<file path="src/rtl/traffic_light_ctrl.sv">
// Two-road intersection phase sequencer driving an external down-counter for phase timing.
// Optional pedestrian walk phase enabled by defining PED_WALK_EN.
module traffic_light_ctrl #(
    parameter int N        = 11,
    parameter int DUR_NS_G = 30,
    parameter int DUR_EW_G = 20,
    parameter int DUR_Y    = 3,
    parameter int DUR_AR   = 1
`ifdef PED_WALK_EN
    ,
    parameter int DUR_WALK = 10
`endif
) (
    input  logic         clk,
    input  logic         rst,
    input  logic         tick,
    input  logic [N-1:0] cnt_q,
    output logic         cnt_load,
    output logic         cnt_en,
    output logic         cnt_dir,
    output logic [N-1:0] cnt_value,
    output logic [2:0]   ns_light,
    output logic [2:0]   ew_light
`ifdef PED_WALK_EN
    ,
    input  logic         ped_req,
    output logic         walk
`endif
);

    typedef enum logic [2:0] {
        S_NS_G,
        S_NS_Y,
        S_AR1,
        S_EW_G,
        S_EW_Y,
        S_AR2
`ifdef PED_WALK_EN
        ,
        S_WALK
`endif
    } state_t;

    localparam logic [2:0] LAMP_R = 3'b100;
    localparam logic [2:0] LAMP_Y = 3'b010;
    localparam logic [2:0] LAMP_G = 3'b001;

    state_t         r_state;
    logic           r_phase_start;
    logic [N-1:0]   r_cnt_value;
    logic [2:0]     r_ns_light;
    logic [2:0]     r_ew_light;
    state_t         w_next;
    logic           w_expire;
`ifdef PED_WALK_EN
    logic           r_walk;
    logic           r_ped_pending;
`endif

    function automatic logic [N-1:0] f_load_value(input state_t s);
        logic [N-1:0] v;
        case (s)
            S_NS_G:  v = N'(DUR_NS_G - 1);
            S_NS_Y:  v = N'(DUR_Y - 1);
            S_AR1:   v = N'(DUR_AR - 1);
            S_EW_G:  v = N'(DUR_EW_G - 1);
            S_EW_Y:  v = N'(DUR_Y - 1);
            S_AR2:   v = N'(DUR_AR - 1);
`ifdef PED_WALK_EN
            S_WALK:  v = N'(DUR_WALK - 1);
`endif
            default: v = N'(DUR_NS_G - 1);
        endcase
        return v;
    endfunction

    // Returns {ns_light, ew_light}
    function automatic logic [5:0] f_lamps(input state_t s);
        logic [5:0] l;
        case (s)
            S_NS_G:  l = {LAMP_G, LAMP_R};
            S_NS_Y:  l = {LAMP_Y, LAMP_R};
            S_EW_G:  l = {LAMP_R, LAMP_G};
            S_EW_Y:  l = {LAMP_R, LAMP_Y};
            default: l = {LAMP_R, LAMP_R};
        endcase
        return l;
    endfunction

    always_comb begin
        w_next = S_NS_G;
        case (r_state)
            S_NS_G:  w_next = S_NS_Y;
            S_NS_Y:  w_next = S_AR1;
            S_AR1:   w_next = S_EW_G;
            S_EW_G:  w_next = S_EW_Y;
            S_EW_Y:  w_next = S_AR2;
`ifdef PED_WALK_EN
            S_AR2:   w_next = r_ped_pending ? S_WALK : S_NS_G;
            S_WALK:  w_next = S_NS_G;
`else
            S_AR2:   w_next = S_NS_G;
`endif
            default: w_next = S_NS_G;
        endcase
    end

    // Counter output is stale during the load cycle, so it is ignored there.
    assign w_expire = ~r_phase_start & tick & (cnt_q == '0);
    assign cnt_en   = ~r_phase_start & tick & (cnt_q != '0);

    always_ff @(posedge clk) begin
        if (rst) begin
            r_state                  <= S_NS_G;
            r_phase_start            <= 1'b1;
            r_cnt_value              <= f_load_value(S_NS_G);
            {r_ns_light, r_ew_light} <= f_lamps(S_NS_G);
`ifdef PED_WALK_EN
            r_walk                   <= 1'b0;
            r_ped_pending            <= 1'b0;
`endif
        end else begin
            r_phase_start <= w_expire;
            r_cnt_value   <= '0;
            if (w_expire) begin
                r_state                  <= w_next;
                r_cnt_value              <= f_load_value(w_next);
                {r_ns_light, r_ew_light} <= f_lamps(w_next);
`ifdef PED_WALK_EN
                r_walk                   <= (w_next == S_WALK);
`endif
            end
`ifdef PED_WALK_EN
            // A press coinciding with WALK entry is kept for the next cycle round.
            if (w_expire && (w_next == S_WALK)) begin
                r_ped_pending <= ped_req;
            end else if (ped_req) begin
                r_ped_pending <= 1'b1;
            end
`endif
        end
    end

    assign cnt_load  = r_phase_start;
    assign cnt_value = r_cnt_value;
    assign cnt_dir   = 1'b1;
    assign ns_light  = r_ns_light;
    assign ew_light  = r_ew_light;
`ifdef PED_WALK_EN
    assign walk      = r_walk;
`endif

endmodule

</file>
<file path="config.mk">
export PLATFORM = sky130hd
export DESIGN_NAME = traffic_light_ctrl
export DESIGN_NICKNAME = d
export VERILOG_FILES = /design/src/rtl/traffic_light_ctrl.sv
export SDC_FILE = /design/constraint.sdc
export NUM_CORES = 1
export LEC_CHECK = 0
export BUFFER_PORTS_ARGS = -buffer_cell sky130_fd_sc_hd__buf_2
export CORE_UTILIZATION = 48
export CTS_BUF_LIST = sky130_fd_sc_hd__clkbuf_8
export CTS_CLUSTER_DIAMETER = 60
export DETAILED_ROUTE_END_ITERATION = 10
export PLACE_DENSITY = 0.9
export RECOVER_POWER = 25
export SLEW_MARGIN = 20
export SYNTH_ARGS = -nofsm -noshare
export SYNTH_HDL_FRONTEND = slang
export SYNTH_SLANG_ARGS = --single-unit
</file>
<file path="constraint.sdc">
create_clock -name clk -period 3 [get_ports clk]
set_clock_uncertainty 0.05 [all_clocks]
set_input_delay 0.9 -clock clk [delete_from_list [all_inputs] [get_ports clk]]
set_output_delay 0.9 -clock clk [all_outputs]
set_load 0.005 [all_outputs]
</file>
# Yosys cells after proc, flatten, opt, wreduce, memory -nomap -nowiden
# Cells that the tools add are included.
# word_totals
ff_bits,21
out_inout_bits,20
word_cells,31
# op_classes
eq_ne,9
mux,4
n_bitwise,5
n_reduce_logical,7
# ops
op,count
one-hot mux 6 bit (4 select lines),1
one-hot mux 3 bit (5 select lines),1
one-hot mux 5 bit (3 select lines),1
"== test 3 x 2 -> 1 bit, second input constant",4
logical NOT 11 bit,1
nonzero test 11 bit,1
"== test 3 bit, second input constant",3
"== test 3 x 1 -> 1 bit, second input constant",2
logical NOT 3 bit,2
OR reduction 2 bit,3
2-to-1 mux 5 bit,1
AND 1 bit,3
inverter 1 bit,2

# Longest topological paths before layout
# logic_depth
depth_word,6
ltp_mapped,5
mapped_depth_nobuf,4

# Worst setup path before layout
# OpenSTA, ideal clock, no wires.
# synth_path
kind,input to output
start,input cnt_q[0]
end,output cnt_en
arrival_time_ps,1360
t_required_ps,2050
slack_ps,690
cell_stages,2
n_path_buf,0
cell_sequence,nor4_4 -> a31oi_1
# synth_via
elab_chain_cells,2
# synth_rtl
element,line_no,source
from (decl),17,"input logic [N-1:0] cnt_q,"
nonzero test 11 bit,110,assign cnt_en = ~r_phase_start & tick & (cnt_q != '0);
AND 1 bit,110,
to (decl),19,"output logic cnt_en,"
# No other way between the ends.

# Final worst setup path
# layout_path
start,input cnt_q[6]
end,output cnt_en
# The elaborated chain is that of the path after synthesis.

==> run metrics <==
status finished, final reports clean; post-CTS sizing 0; top-count cell post-synth dfxtp_1; Leak 0.357 nW; Final Hold Viols 0; min cycle time layout 2570 ps; Area growth syn-to-layout 19.8%; Cells after Synth 67; reg-to-reg endpoint ew_light[0]; Worst Hold Class register to register; first-pass GRT wire length 1.75 mm; Die Wd 38.6 microns; CORE AREA 1170 sq um; All-Layer GR Usage 0.176; P_sw 0.0759 mW; Post-Synth XOR/XNOR Area 0.0136; routed vias 519; # IOs 34; Pint 0.278 mW; library cells used by synthesis 25; flops & latches, synth 13; Main synth FF type dfxtp_1; post-route ant nets 0; hpwl dp 802 microns; switch share 0.215; share of layout cells above drive strength 1 0.360; clk buf depth 2; Area contributors post-synth dfxtp_1 40%, buf_4 10%, nor4_4 6.6%; Post-synth EDFFs 0; final wirelength 1.20 mm; main combinational cell family by area after synthesis simple AND/OR/NAND/NOR gates; mux cell area share after synthesis 0.0311; detail-routed via count per cell 5.04; hold_buf cts 0; diode count 0; post-synthesis sequential area ratio 0.404; vias in the first global route 399; CTS buffer count 3; Initial DRC Count 5; DRC 0; fillcell total 104; met2 wire len 594 microns; Final WS setup 433 ps; WL per Instance 11.7 microns; Top Metal Used met3; Setup WS pre-CTS 423 ps; fin crit share 0.856; routed wl met3 118 microns; Placed Cells incl. Taps 99; RePlAce Congestion 0.702; RSZ-0062 raised after global routing no; crit-path most repeated cell buf_2; Syn Area/Cell 9.62 sq um; Clock power frac 0.428; worst-path maximum fanout 2; Critical Path, Cell by Cell buf_2 > nor4_4 > a31oi_1 > buf_2; crit path launch cnt_q[6]; fin cells 103; Reg2Reg Setup Slack 1420 ps; Comb pwr share 0.075; setup repair bufs after CTS 0; P per Cell Area 458 nW/um^2; die area 1490 sq um; Max Slew Vio Count 0; CTS tree yes; initial antenna violation count 0; DRT Pass-1 Iters 2; maximum clock rate 390 MHz; CTS sink count 13; slowest stage delay, CP 340 ps; die height 38.6 microns; clk_lat worst skew 240 ps; Row Count 12; Remaining Overflow, GRT 0; Met1 Routed Length 488 microns; Mapped Area 644 sq um; CTS Root Cell clkbuf_8; synth cell count leaders 13 x dfxtp_1, 9 x buf_4, 7 x a21oi_1; Starting Density 0.550; Synth Area in Compound Gates 0.146; Hold Crit Endpoint ew_light[0]; worst hold path depth 2; final total power 0.354 mW; Synth top area share 0.404; async set-reset flop share out of synthesis 0; Yosys top cell by area dfxtp_1; CP arrival 1620 ps; Final Setup Violations 0; CP max-delay cell nor4_4; NumNets Final 104; Seq pwr share 0.497; IO Port Bufs 26; MaxCap Viol Count 0; Peak supply drop 333 uV; Synth Area in Simple Gates 0.260; Ys Warns 0; Req. time, crit path 2050 ps; hold path start ew_light[0]; Final TNS setup 0 ps; kind of critical path input pin to output port; # H-tree levels 1; reg2reg start cnt_load; CP endpoint kind output port; FF-to-FF path depth 4; crit start category input pin; adder-cell share of the synthesized area 0; clock-pin slew on the worst setup and hold paths 50 ps; largest net degree at the start of global routing 20
==> power groups by stage <==
stage	logic, mW	clock network (mW)	registers, mW
after detailed placement	0.0268	0	0.180
after floorplan	0.0182	0	0.180
after global placement	0.0260	0	0.179
final	0.0265	0.151	0.176
after global routing	0.0295	0.161	0.176
after CTS	0.0268	0.156	0.176
==> critical path, delay by kind of cell <==
| kind | cells | cell delay [ps] |
|---|---|---|
| buf+inv | 2 | 250 |
| simple gates | 1 | 340 |
| compound gates | 1 | 120 |
==> how the worst max path moves through the flow <==
stage / cells after the start / end / slack (ps)
after global routing: 4 / cnt_en / 390
after CTS: 4 / cnt_en / 420
after floorplan: 2 / cnt_en / 690
after global placement: 4 / cnt_en / 450
final: 4 / cnt_en / 430
after detailed placement: 4 / cnt_en / 420
==> layout by cell type, fill, tap and decap left out <==
cell type and n:
buf_2 25, dfxtp_1 13, a21oi_1 7, conb_1 7
nor2_1 4, nand2_1 4, clkbuf_8 3, nor4_4 2
nand2b_1 2, o21ai_1 2, mux2i_1 2, inv_1 2
a211o_1 2, nand3b_1 2, nor3_2 1, a31oi_1 1
nand4b_4 1, a221o_1 1, nand4bb_1 1, xnor2_1 1
nor2b_1 1, nor4_1 1, or4b_1 1, a21o_1 1
o21bai_1 1, clkbuf_1 1
==> state kept, by name, indices dropped and copies added, names as in the netlist <==
signal	cells
cnt_value	3
cnt_load	1
r_state	3
ew_light	3
ns_light	3
==> logic make-up after synthesis <==
kind of cell,Yosys count
AOI/OAI and AO/OA,15
other,2
muxes,2
and+or+nand+nor,20
buffers and inverters,14
xor gates and xnor gates,1
DFF,13
==> per-stage QoR <==
step / util / instance area (sq um) / hold slack [ps]
detailed placement: 0.622 / 728 / 394
finish: 0.659 / 772 / 399
CTS: 0.660 / 773 / 402
global route: 0.659 / 772 / 426
floorplan: - / 663 / 398
global placement: 0.622 / 728 / 387
==> metal layers <==
layer | GRT usage | vias up
met5 | 0 | -
met4 | 0.103 | 0
met3 | 0.0405 | 0
met2 | 0.288 | 28
met1 | 0.207 | 231
li1 | - | 260
==> cell type report <==
cell class	instances	area (sq um)	share of cell area
clock buffer	3	41.3	0.0535
clock inverter	1	3.75	0.00486
inverter	1	3.75	0.00486
multi-input combinational	45	317	0.410
sequential	13	260	0.337
tap	14	17.5	0.0227
timing repair buffer	26	129	0.167
Power figures use the tool's default switching activity.
